File: src/rtl/gigatron_kbd_pkg.sv
// rtl/gigatron_kbd_pkg.sv - shared types, scancode constants and lookups for the Gigatron PS/2 pad
// Purpose : receiver state enum, inreg button bit indices, PS/2 set-2 scancode constants,
//           button lookup (ext, code) -> bit index and scancode -> ASCII lookup (0 = none).
// Ports   : none (package).
package gigatron_kbd_pkg;

   typedef enum logic [1:0] {
      RX_IDLE   = 2'd0,
      RX_DATA   = 2'd1,
      RX_PARITY = 2'd2,
      RX_STOP   = 2'd3
   } rx_state_e;

   localparam int BTN_A      = 7;
   localparam int BTN_B      = 6;
   localparam int BTN_SELECT = 5;
   localparam int BTN_START  = 4;
   localparam int BTN_UP     = 3;
   localparam int BTN_DOWN   = 2;
   localparam int BTN_LEFT   = 1;
   localparam int BTN_RIGHT  = 0;

   localparam logic [7:0] SC_E0    = 8'hE0;
   localparam logic [7:0] SC_F0    = 8'hF0;
   localparam logic [7:0] SC_RIGHT = 8'h74;
   localparam logic [7:0] SC_LEFT  = 8'h6B;
   localparam logic [7:0] SC_DOWN  = 8'h72;
   localparam logic [7:0] SC_UP    = 8'h75;
   localparam logic [7:0] SC_ENTER = 8'h5A;
   localparam logic [7:0] SC_ESC   = 8'h76;
   localparam logic [7:0] SC_X     = 8'h22;
   localparam logic [7:0] SC_Z     = 8'h1A;

   // Returns {hit, bit_index}; arrows only match with the E0 prefix, the rest only without it.
   function automatic logic [3:0] btn_lookup(input logic ext, input logic [7:0] code);
      logic [3:0] r;
      r = 4'b0000;
      if (ext) begin
         case (code)
            SC_RIGHT: r = {1'b1, 3'(BTN_RIGHT)};
            SC_LEFT:  r = {1'b1, 3'(BTN_LEFT)};
            SC_DOWN:  r = {1'b1, 3'(BTN_DOWN)};
            SC_UP:    r = {1'b1, 3'(BTN_UP)};
            default:  r = 4'b0000;
         endcase
      end else begin
         case (code)
            SC_ENTER: r = {1'b1, 3'(BTN_START)};
            SC_ESC:   r = {1'b1, 3'(BTN_SELECT)};
            SC_X:     r = {1'b1, 3'(BTN_B)};
            SC_Z:     r = {1'b1, 3'(BTN_A)};
            default:  r = 4'b0000;
         endcase
      end
      return r;
   endfunction

   function automatic logic [7:0] ascii_of(input logic [7:0] code);
      case (code)
         8'h1C: return 8'h61; 8'h32: return 8'h62; 8'h21: return 8'h63; 8'h23: return 8'h64;
         8'h24: return 8'h65; 8'h2B: return 8'h66; 8'h34: return 8'h67; 8'h33: return 8'h68;
         8'h43: return 8'h69; 8'h3B: return 8'h6A; 8'h42: return 8'h6B; 8'h4B: return 8'h6C;
         8'h3A: return 8'h6D; 8'h31: return 8'h6E; 8'h44: return 8'h6F; 8'h4D: return 8'h70;
         8'h15: return 8'h71; 8'h2D: return 8'h72; 8'h1B: return 8'h73; 8'h2C: return 8'h74;
         8'h3C: return 8'h75; 8'h2A: return 8'h76; 8'h1D: return 8'h77; 8'h22: return 8'h78;
         8'h35: return 8'h79; 8'h1A: return 8'h7A;
         8'h45: return 8'h30; 8'h16: return 8'h31; 8'h1E: return 8'h32; 8'h26: return 8'h33;
         8'h25: return 8'h34; 8'h2E: return 8'h35; 8'h36: return 8'h36; 8'h3D: return 8'h37;
         8'h3E: return 8'h38; 8'h46: return 8'h39;
         8'h29: return 8'h20;
         8'h5A: return 8'h0A;
         8'h66: return 8'h7F;
         default: return 8'h00;
      endcase
   endfunction

endpackage

File: src/rtl/gigatron_ps2_pad_if.sv
// rtl/gigatron_ps2_pad_if.sv - pin and inreg/scancode bundle of the Gigatron PS/2 pad
// Purpose : groups the raw PS/2 pins and the decoded outputs.
// Ports   : slave  = pad side (reads pins, drives inreg/scan_*/frame_err)
//           master = board/CPU side (drives pins, reads results)
interface gigatron_ps2_pad_if;
   logic       ps2_clk;
   logic       ps2_dat;
   logic [7:0] inreg;
   logic       scan_valid;
   logic [7:0] scan_code;
   logic       scan_ext;
   logic       scan_release;
   logic       frame_err;

   modport slave (
      input  ps2_clk, ps2_dat,
      output inreg, scan_valid, scan_code, scan_ext, scan_release, frame_err
   );

   modport master (
      output ps2_clk, ps2_dat,
      input  inreg, scan_valid, scan_code, scan_ext, scan_release, frame_err
   );
endinterface

File: src/rtl/ps2_rx_frame.sv
// rtl/ps2_rx_frame.sv - PS/2 device-to-host frame receiver
// Purpose : synchronises both pins, deglitches ps2_clk, shifts 11-bit frames on filtered
//           falling edges, checks parity/stop and aborts stalled frames.
// Ports   : clock, rst (async, active-high); ps2_clk, ps2_dat raw pins;
//           rx_byte / rx_valid (one-cycle) on a good frame; rx_err (one-cycle) on a bad or stalled frame.
module ps2_rx_frame
   import gigatron_kbd_pkg::*;
#(
   parameter int FILTER_LEN  = 4,
   parameter int TIMEOUT_CYC = 12500
) (
   input  logic       clock,
   input  logic       rst,
   input  logic       ps2_clk,
   input  logic       ps2_dat,
   output logic [7:0] rx_byte,
   output logic       rx_valid,
   output logic       rx_err
);
   localparam int FW = $clog2(FILTER_LEN + 1);
   localparam int TW = $clog2(TIMEOUT_CYC + 1);

   logic [1:0]    clk_sync_q, clk_sync_d, dat_sync_q, dat_sync_d;
   logic [FW-1:0] filt_cnt_q, filt_cnt_d;
   logic          filt_q, filt_d;
   rx_state_e     state_q, state_d;
   logic [2:0]    bit_cnt_q, bit_cnt_d;
   logic [7:0]    shift_q, shift_d;
   logic          par_q, par_d;
   logic [TW-1:0] tmo_q, tmo_d;
   logic [7:0]    byte_q, byte_d;
   logic          valid_q, valid_d, err_q, err_d;
   logic          fall, dat;

   always_comb begin
      clk_sync_d = {clk_sync_q[0], ps2_clk};
      dat_sync_d = {dat_sync_q[0], ps2_dat};
      dat        = dat_sync_q[1];

      // Level is only accepted after FILTER_LEN consecutive samples disagree with it.
      filt_d     = filt_q;
      filt_cnt_d = '0;
      if (clk_sync_q[1] != filt_q) begin
         if (filt_cnt_q == FW'(FILTER_LEN - 1)) filt_d = clk_sync_q[1];
         else                                   filt_cnt_d = filt_cnt_q + 1'b1;
      end
      fall = filt_q & ~filt_d;

      state_d   = state_q;
      bit_cnt_d = bit_cnt_q;
      shift_d   = shift_q;
      par_d     = par_q;
      byte_d    = byte_q;
      valid_d   = 1'b0;
      err_d     = 1'b0;
      tmo_d     = '0;

      case (state_q)
         RX_IDLE: begin
            if (fall && !dat) begin
               state_d   = RX_DATA;
               bit_cnt_d = '0;
            end
         end
         RX_DATA: begin
            if (fall) begin
               shift_d   = {dat, shift_q[7:1]};
               bit_cnt_d = bit_cnt_q + 1'b1;
               if (bit_cnt_q == 3'd7) state_d = RX_PARITY;
            end
         end
         RX_PARITY: begin
            if (fall) begin
               par_d   = dat;
               state_d = RX_STOP;
            end
         end
         RX_STOP: begin
            if (fall) begin
               if (dat && (^{shift_q, par_q})) begin
                  valid_d = 1'b1;
                  byte_d  = shift_q;
               end else begin
                  err_d = 1'b1;
               end
               state_d = RX_IDLE;
            end
         end
         default: state_d = RX_IDLE;
      endcase

      // Stall watchdog: any non-idle state must see a falling edge within TIMEOUT_CYC clocks.
      if (state_q != RX_IDLE && !fall) begin
         if (tmo_q == TW'(TIMEOUT_CYC - 1)) begin
            err_d   = 1'b1;
            state_d = RX_IDLE;
         end else begin
            tmo_d = tmo_q + 1'b1;
         end
      end
   end

   always_ff @(posedge clock or posedge rst) begin
      if (rst) begin
         clk_sync_q <= 2'b11;
         dat_sync_q <= 2'b11;
         filt_cnt_q <= '0;
         filt_q     <= 1'b1;
         state_q    <= RX_IDLE;
         bit_cnt_q  <= '0;
         shift_q    <= '0;
         par_q      <= 1'b0;
         tmo_q      <= '0;
         byte_q     <= '0;
         valid_q    <= 1'b0;
         err_q      <= 1'b0;
      end else begin
         clk_sync_q <= clk_sync_d;
         dat_sync_q <= dat_sync_d;
         filt_cnt_q <= filt_cnt_d;
         filt_q     <= filt_d;
         state_q    <= state_d;
         bit_cnt_q  <= bit_cnt_d;
         shift_q    <= shift_d;
         par_q      <= par_d;
         tmo_q      <= tmo_d;
         byte_q     <= byte_d;
         valid_q    <= valid_d;
         err_q      <= err_d;
      end
   end

   assign rx_byte  = byte_q;
   assign rx_valid = valid_q;
   assign rx_err   = err_q;
endmodule

File: src/rtl/gigatron_ps2_pad.sv
// rtl/gigatron_ps2_pad.sv - PS/2 keyboard to Gigatron inreg front-end
// Purpose : decodes E0/F0 prefixed scancodes into an active-low button vector driving inreg.
//           Optional macro GIGA_KBD_ASCII_EN: ASCII make codes override inreg for ASCII_HOLD clocks.
// Ports   : clock, rst (async, active-high); bus (slave): ps2_clk/ps2_dat in,
//           inreg, scan_valid, scan_code, scan_ext, scan_release, frame_err out.
module gigatron_ps2_pad
   import gigatron_kbd_pkg::*;
#(
   parameter int FILTER_LEN  = 4,
   parameter int TIMEOUT_CYC = 12500,
   parameter int ASCII_HOLD  = 208333
) (
   input  logic               clock,
   input  logic               rst,
   gigatron_ps2_pad_if.slave  bus
);
   logic [7:0] rx_byte;
   logic       rx_valid, rx_err;

   ps2_rx_frame #(.FILTER_LEN(FILTER_LEN), .TIMEOUT_CYC(TIMEOUT_CYC)) u_rx (
      .clock    (clock),
      .rst      (rst),
      .ps2_clk  (bus.ps2_clk),
      .ps2_dat  (bus.ps2_dat),
      .rx_byte  (rx_byte),
      .rx_valid (rx_valid),
      .rx_err   (rx_err)
   );

   logic       ext_q, ext_d, rel_q, rel_d;
   logic [7:0] btn_q, btn_d, code_q, code_d;
   logic       sv_q, sv_d, sext_q, sext_d, srel_q, srel_d, ferr_q, ferr_d;
   logic [3:0] hit;
   logic       is_prefix;

   always_comb begin
      ext_d     = ext_q;
      rel_d     = rel_q;
      btn_d     = btn_q;
      code_d    = code_q;
      sext_d    = sext_q;
      srel_d    = srel_q;
      sv_d      = 1'b0;
      ferr_d    = rx_err;
      is_prefix = (rx_byte == SC_E0) || (rx_byte == SC_F0);
      hit       = btn_lookup(ext_q, rx_byte);
      if (rx_err) begin
         ext_d = 1'b0;
         rel_d = 1'b0;
      end else if (rx_valid) begin
         if (rx_byte == SC_E0) begin
            ext_d = 1'b1;
         end else if (rx_byte == SC_F0) begin
            rel_d = 1'b1;
         end else begin
            sv_d   = 1'b1;
            code_d = rx_byte;
            sext_d = ext_q;
            srel_d = rel_q;
            // Active-low: make clears the bit, break sets it.
            if (hit[3]) btn_d[hit[2:0]] = rel_q;
            ext_d = 1'b0;
            rel_d = 1'b0;
         end
      end
   end

   always_ff @(posedge clock or posedge rst) begin
      if (rst) begin
         ext_q  <= 1'b0;
         rel_q  <= 1'b0;
         btn_q  <= 8'hFF;
         code_q <= '0;
         sext_q <= 1'b0;
         srel_q <= 1'b0;
         sv_q   <= 1'b0;
         ferr_q <= 1'b0;
      end else begin
         ext_q  <= ext_d;
         rel_q  <= rel_d;
         btn_q  <= btn_d;
         code_q <= code_d;
         sext_q <= sext_d;
         srel_q <= srel_d;
         sv_q   <= sv_d;
         ferr_q <= ferr_d;
      end
   end

`ifdef GIGA_KBD_ASCII_EN
   localparam int HW = $clog2(ASCII_HOLD + 1);
   logic [HW-1:0] hold_q, hold_d;
   logic [7:0]    ascii_q, ascii_d, ascii_lu;

   always_comb begin
      hold_d   = hold_q;
      ascii_d  = ascii_q;
      ascii_lu = ascii_of(rx_byte);
      if (hold_q != '0) hold_d = hold_q - 1'b1;
      // Only plain makes produce ASCII; a new one reloads and restarts the hold.
      if (rx_valid && !is_prefix && !ext_q && !rel_q && ascii_lu != 8'h00) begin
         ascii_d = ascii_lu;
         hold_d  = HW'(ASCII_HOLD);
      end
   end

   always_ff @(posedge clock or posedge rst) begin
      if (rst) begin
         hold_q  <= '0;
         ascii_q <= '0;
      end else begin
         hold_q  <= hold_d;
         ascii_q <= ascii_d;
      end
   end

   assign bus.inreg = (hold_q != '0) ? ascii_q : btn_q;
`else
   localparam int unused_ascii_hold = ASCII_HOLD;
   logic unused_prefix;
   assign unused_prefix = is_prefix;
   assign bus.inreg = btn_q;
`endif

   assign bus.scan_valid   = sv_q;
   assign bus.scan_code    = code_q;
   assign bus.scan_ext     = sext_q;
   assign bus.scan_release = srel_q;
   assign bus.frame_err    = ferr_q;
endmodule
File: src/flat_wrapper.sv
// flat-port wrapper written by rule: the top's interface ports become plain ports
module gigatron_ps2_pad_flat import gigatron_kbd_pkg::*;
#(
   parameter int FILTER_LEN  = 4,
   parameter int TIMEOUT_CYC = 12500,
   parameter int ASCII_HOLD  = 208333
)
  (clock, rst, bus_ps2_clk, bus_ps2_dat, bus_inreg, bus_scan_valid, bus_scan_code, bus_scan_ext, bus_scan_release, bus_frame_err);
  gigatron_ps2_pad_if bus_i ();
  input  logic clock;
  input  logic rst;
  input wire logic [$bits(bus_i.ps2_clk)-1:0] bus_ps2_clk;
  input wire logic [$bits(bus_i.ps2_dat)-1:0] bus_ps2_dat;
  output wire logic [$bits(bus_i.inreg)-1:0] bus_inreg;
  output wire logic [$bits(bus_i.scan_valid)-1:0] bus_scan_valid;
  output wire logic [$bits(bus_i.scan_code)-1:0] bus_scan_code;
  output wire logic [$bits(bus_i.scan_ext)-1:0] bus_scan_ext;
  output wire logic [$bits(bus_i.scan_release)-1:0] bus_scan_release;
  output wire logic [$bits(bus_i.frame_err)-1:0] bus_frame_err;
  assign bus_i.ps2_clk = bus_ps2_clk;
  assign bus_i.ps2_dat = bus_ps2_dat;
  assign bus_inreg = bus_i.inreg;
  assign bus_scan_valid = bus_i.scan_valid;
  assign bus_scan_code = bus_i.scan_code;
  assign bus_scan_ext = bus_i.scan_ext;
  assign bus_scan_release = bus_i.scan_release;
  assign bus_frame_err = bus_i.frame_err;
  gigatron_ps2_pad #(.FILTER_LEN(FILTER_LEN), .TIMEOUT_CYC(TIMEOUT_CYC), .ASCII_HOLD(ASCII_HOLD)) u_core (.clock(clock), .rst(rst), .bus(bus_i));
endmodule
File: config.mk
export PLATFORM = sky130hd
export DESIGN_NAME = gigatron_ps2_pad_flat
export DESIGN_NICKNAME = d
export VERILOG_FILES = /design/src/rtl/gigatron_kbd_pkg.sv /design/src/rtl/gigatron_ps2_pad_if.sv /design/src/rtl/ps2_rx_frame.sv /design/src/rtl/gigatron_ps2_pad.sv /design/src/flat_wrapper.sv
export SDC_FILE = /design/constraint.sdc
export NUM_CORES = 1
export LEC_CHECK = 0
export CAP_MARGIN = 20
export CORE_MARGIN = 3
export CORE_UTILIZATION = 58
export CTS_CLUSTER_SIZE = 25
export DETAILED_ROUTE_END_ITERATION = 10
export PLACE_DENSITY = 0.77
export SYNTH_ARGS = -nofsm -noshare
export SYNTH_HDL_FRONTEND = slang
export SYNTH_SLANG_ARGS = --single-unit
File: constraint.sdc
create_clock -name clock -period 2.85 [get_ports clock]
set_input_delay 0.285 -clock clock [delete_from_list [all_inputs] [get_ports clock]]
set_output_delay 0.285 -clock clock [all_outputs]
set_load 0.005 [all_outputs]
Word-level counts from Yosys, hierarchy flattened
Index checks and enable logic that the tools add are counted.

storage, ports and cells
  input bits = 4
  register bits = 68
  word-level logic and storage cells = 113
  output and inout port bits = 20

operators by class
  magnitude comparators = 2
  equality and inequality tests = 21
  $add $sub $neg = 3
  mux-type cells = 43
  bitwise logic cells = 5
  reduce and logical (&&, ||, !) cells = 19

operator list
  kind                     number
  $eq A8 B7 Y1 const B     6
  $pmux W4 S4              2
  $mux W14                 2
  $mux W1                  23
  $eq A8 B8 Y1 const B     2
  $add A14 B1 Y14 const B  1
  $eq A14 B14 Y1 const B   1
  $mux W2                  7
  $mux W3                  4
  $reduce_xor A9 Y1        1
  $bwmux W8                1
  $eq A8 B5 Y1 const B     1
  $eq A8 B6 Y1 const B     1
  $pmux W2 S4              1
  $reduce_and A2 Y1        4
  $add A3 B1 Y3 const B    2
  $ne A2 B2 Y1 const B     3
  $pmux W3 S2              1
  $reduce_and A3 Y1        2
  $reduce_bool A2 Y1       3
  $reduce_and A5 Y1        1
  $eq A2 B2 Y1 const B     2
  $logic_and A1 B1 Y1      4
  $lt A3 B4 Y1 const B     1
  13 further kinds         17

Depth between registers and ports, before layout
  depth in word-level cells = 10
  depth in mapped cells = 6
  mapped depth without buffers = 6

By module
Synthesis repeated with hierarchy kept, for this count alone.

unflattened totals
  cells, all modules = 240
  area total of the unflattened synthesis = 3066.7 um^2

by module, submodules not included
  module            times used  cells each  area an instance (um^2)  sequential area each (um^2)
  ps2_rx_frame      1           162         2029.4                   1157.4
  gigatron_ps2_pad  1           78          1037.2                   560.5

Least setup slack after synthesis
OpenSTA, ideal clock, no wires.

  path type = register to register
  start = reg u_core.u_rx.byte_q[2], in the netlist u_core.u_rx.rx_byte[2]
  end = reg u_core.btn_q[1], in the netlist u_core.bus.inreg[1]
  path buffers = 1
  path slack = 0.940 ns
  library setup time = 0.082 ns
  period minus slack after synthesis = 1.910 ns
  data arrival time = 1.827 ns
  stages on the path, launching flop included = 7
  data required time = 2.768 ns
  path through = dfrtp_1 -> buf_4 -> or3b_2 -> nor4_1 -> o21a_1 -> nor4b_1 -> mux2_2

on the way
  word-level cells in the longest chain between the ends = 8
  elaborated cells on any way between the ends = 22
  those cells by class = order compare: 2; eq/ne: 10; mux: 6; bitwise: 2; reduce/logical: 2

ends and longest elaborated chain
  item                                                                RTL line                                        source
  start, declared                                                     ps2_rx_frame.sv:31                              logic [7:0] byte_q, byte_d;
  start signal, assigned                                              ps2_rx_frame.sv:127                             byte_q <= byte_d;
  $eq A8 B5 Y1, or another cell as far along                          gigatron_kbd_pkg.sv:47                          case (code)
  $pmux W4 S4 (on tied branches)                                      gigatron_kbd_pkg.sv:47, gigatron_kbd_pkg.sv:39
  $mux W4                                                             gigatron_kbd_pkg.sv:38                          if (ext) begin
  $lt A3 B4 Y1 (not written as such) or $ge A3 B1 Y1 (tied branches)  gigatron_ps2_pad.sv:61                          if (hit[3]) btn_d[hit[2:0]] = rel_q;
  $logic_and A1 B1 Y1 (not written as such)                           gigatron_ps2_pad.sv:61
  $mux W1 (not written as such)                                       gigatron_ps2_pad.sv:61
  $demux W1 S3                                                        --
  $bwmux W8                                                           gigatron_ps2_pad.sv:61
  end signal, assigned                                                gigatron_ps2_pad.sv:81                          btn_q <= btn_d;
  end, declared                                                       gigatron_ps2_pad.sv:31                          logic [7:0] btn_q, btn_d, code_q, code_d;

Parallel ways exist; a longest one is shown, timed or not.
A chain may end at the register's enable or synchronous reset.

Final worst setup path
Ends and elaborated chain as after synthesis.

==> impl_results.md <==
* Status: completed
* R2R Setup Slk at 0.73 ns
* Arr. time, crit path at ~2.4 ns
* Pre-CTS setup slack at around 0.77 ns
* Core Footprint at 4940 um^2
* WP data required at 3.12 ns
* Full die area at 6240 um^2
* Iteration-0 DRC Markers at 131
* Die span in y at around 80 um
* Ports at 24
* Row cnt at 25
* Most common flop cell mapped by yosys: dfrtp_1
* Drt pass-1 iters at 4
* Max Cap Viol at 0
* ANT nets after route at 0
* P&R area growth vs syn at 15.3%
* First-pass GRT wire length at 9.45 mm
* Layout cell share with drive strength beyond 1 at 0.225
* Cell taking the most area after synthesis: dfrtp_1
* Synth top area cells: dfrtp_1 (45%), dfstp_2 (11%), mux2_2 (9.8%)
* TritonCTS clock tree: done
* Initial Util at 0.625
* Avg Cell Area, Syn at 11.5 um^2
* Final hold slack at 0.271 ns
* Post-Synthesis Cells at roughly 270
* Post-synth top cells: dfrtp_1 (55), nand2_1 (36), mux2_2 (27)
* Post-CTS sizing at 0
* Setup TNS at 0 ns
* Top cell type's share of synthesized area at 0.445
* ANT cells at 0
* Yosys warns at 0
* Clock buffer depth at 2
* Clk sinks at 68
* Clock root cell: clkbuf_8
* Number of synthesized register bits at 68
* Crit path cell chain: or3b_2 > nor4_1 > o21a_1 > nor4b_1 > mux2_2
* Post-synth EDFFs at 0
* Final Max Tran Viols at 0
* Startpoint types: flip-flop
* CP Max Fanout at 10
* Port Buffers at 23
* Postcts setup bufs at 0
* Hold Path Class: in2async
* Sequential share of the synthesized area at 0.556
* Part of the cycle the worst path needs at 0.744
* DR vias at 2061
* Unique masters post-synth at 47
* Synth async-reset ratio at 1.00
* Die Span X at between 70 and 80 um
* DRC at 0
* Synthesized Nets at 276
* H-tree levels at 3
* Hold Fails Final Rpt at 0
* Actual slew at the worst max-slew pin at 0.580 ns
* Largest stage delay, worst path at around 0.49 ns
* Util after Layout at 0.721
* Vias in the first global route at 2049
* Post-DP HPWL at 3.81 mm
* Unrepaired setup endpoints after global routing: no
* DR WL/cell at 14.5 um
* Worst Skew at 0.00571 ns
* Crit path kind: reg2reg
* Layout net count at roughly 310
* Placer congestion estimate at 0.965
* Clk slew on worst S/H paths at 0.07 ns
* Cts bufs inserted at 9
* Largest net degree at the start of global routing at 28
* Post-Syn Area at 3090 um^2
* Critical-path top delay cell: dfrtp_1
* Count leader, synth: dfrtp_1
* Fin crit period at 2.12 ns
* Fin worst setup slack at 0.729 ns
* Filler Cell Count at 369
* Crit end category: flip-flop
* Max Clk Rate at approximately 0.47 GHz
* Gr usage total at 0.198
* Hold buffers post-CTS at 0
* Worst vdd ir at 0.378 mV
* Pleak at 1.63 nW
* Relative slew slack at 0.608
* Detailed Route WL at 5.37 mm
* Initial antenna violation count at 0
* Setup violations, final at 0
* Grt total ovfl at 0
* Via-to-Cell Ratio at between 5 and 6
* Clk_lat worst skew at 0.34 ns
* Total power divided by cell area at 520 nW/um^2
layout make-up:
| type | count | area, um^2 | area share |
|---|---|---|---|
| Tap cell | 67 | 83.8 | 0.0235 |
| Clock inverter | 6 | 41.3 | 0.0116 |
| Clock buffer | 10 | 128 | 0.0358 |
| Timing Repair Buffer | 27 | 260 | 0.0730 |
| Inverter | 8 | 30.0 | 0.00842 |
| Sequential cell | 68 | 1720 | 0.482 |
| Multi-Input combinational cell | 183 | 1300 | 0.366 |
power by group:
group          internal (mW)  leakage [nW]  switching [mW]
clock network          0.315        0.0787           0.357
registers               1.01         0.900          0.0392
logic                 0.0575         0.652          0.0748
worst max-delay path: cells and delay by family, from the launching register on:
kind	cells	cell delay (ns)
mux	1	0.37
compound gates	1	0.22
simple gates	3	0.98
flops	1	0.49
metal layers:
metal | routed length, um | vias up | GRT usage | part of all wire
li1 | - | 994 | - | -
met1 | 2510 | 1010 | 0.251 | 0.47
met2 | 2510 | 47 | 0.306 | 0.47
met3 | 266 | 10 | 0.0760 | 0.050
met4 | 76 | 0 | 0.0825 | 0.014
met5 | 0 | - | 0 | 0
final timing paths:
check	endpoint	cells past startpoint	from
worst max-delay path	u_core.bus.inreg[1]	5	u_core.u_rx.rx_byte[2]
worst max register to register	u_core.bus.inreg[1]	5	u_core.u_rx.rx_byte[2]
min in group clock	u_core.u_rx.clk_sync_q[0]	1	bus_ps2_clk
worst min register to register	u_core.u_rx.clk_sync_q[1]	0	u_core.u_rx.clk_sync_q[0]
worst min-delay path	u_core.u_rx.shift_q[1]	2	rst
max in group asynchronous	u_core.bus.inreg[5]	3	rst
stage by stage:
stage,power (mW),instances,instance area [um^2]
final,1.85,369,3560
after global routing,1.95,369,3560
after CTS,1.87,368,3560
after detailed placement,1.20,352,3390
after global placement,1.19,352,3390
after floorplan,1.16,268,3090
flip-flops by register name (all words and copies together), names as in the netlist:
name / count
u_core.u_rx.rx_byte: 8
u_core.u_rx.rx_valid: 1
u_core.u_rx.rx_err: 1
u_core.u_rx.state_q: 2
u_core.bus.frame_err: 1
u_core.bus.inreg: 8
u_core.u_rx.filt_cnt_q: 3
u_core.u_rx.clk_sync_q: 2
u_core.u_rx.filt_q: 1
u_core.u_rx.dat_sync_q: 2
u_core.bus.scan_valid: 1
u_core.rel_q: 1
u_core.u_rx.tmo_q: 14
u_core.ext_q: 1
u_core.u_rx.bit_cnt_q: 3
u_core.bus.scan_code: 8
u_core.u_rx.shift_q: 8
u_core.bus.scan_ext: 1
u_core.u_rx.par_q: 1
u_core.bus.scan_release: 1
cells by family after synthesis:
| group | count (synthesis) | synth area share |
|---|---|---|
| simple gates | 108 | 0.187 |
| mux | 28 | 0.103 |
| fa+ha+maj | 4 | 0.0162 |
| flops | 68 | 0.556 |
| compound gates | 25 | 0.0555 |
| buf+inv | 17 | 0.0223 |
| xor+xnor | 18 | 0.0599 |
placed cells by master, fill, tap and decap left out, drive strengths merged, types with 2 or more instances in the layout:
| cell type | count |
|---|---|
| a211oi | 3 |
| a21oi | 4 |
| a22o | 3 |
| and2 | 2 |
| and3 | 3 |
| and3b | 2 |
| buf | 4 |
| clkbuf | 10 |
| clkdlybuf4s50 | 23 |
| clkinv | 2 |
| clkinvlp | 3 |
| dfrtp | 55 |
| dfstp | 13 |
| ha | 4 |
| inv | 9 |
| mux2 | 27 |
| nand2 | 36 |
| nand2b | 4 |
| nand3 | 8 |
| nand3b | 2 |
| nand4 | 4 |
| nand4b | 2 |
| nor2 | 20 |
| nor2b | 3 |
| nor3 | 5 |
| nor4 | 3 |
| nor4b | 5 |
| o21ai | 7 |
| o31ai | 2 |
| or2 | 3 |
| or3b | 2 |
| xnor2 | 7 |
| xnor3 | 2 |
| xor2 | 9 |
(Power assumes the default switching activity.)
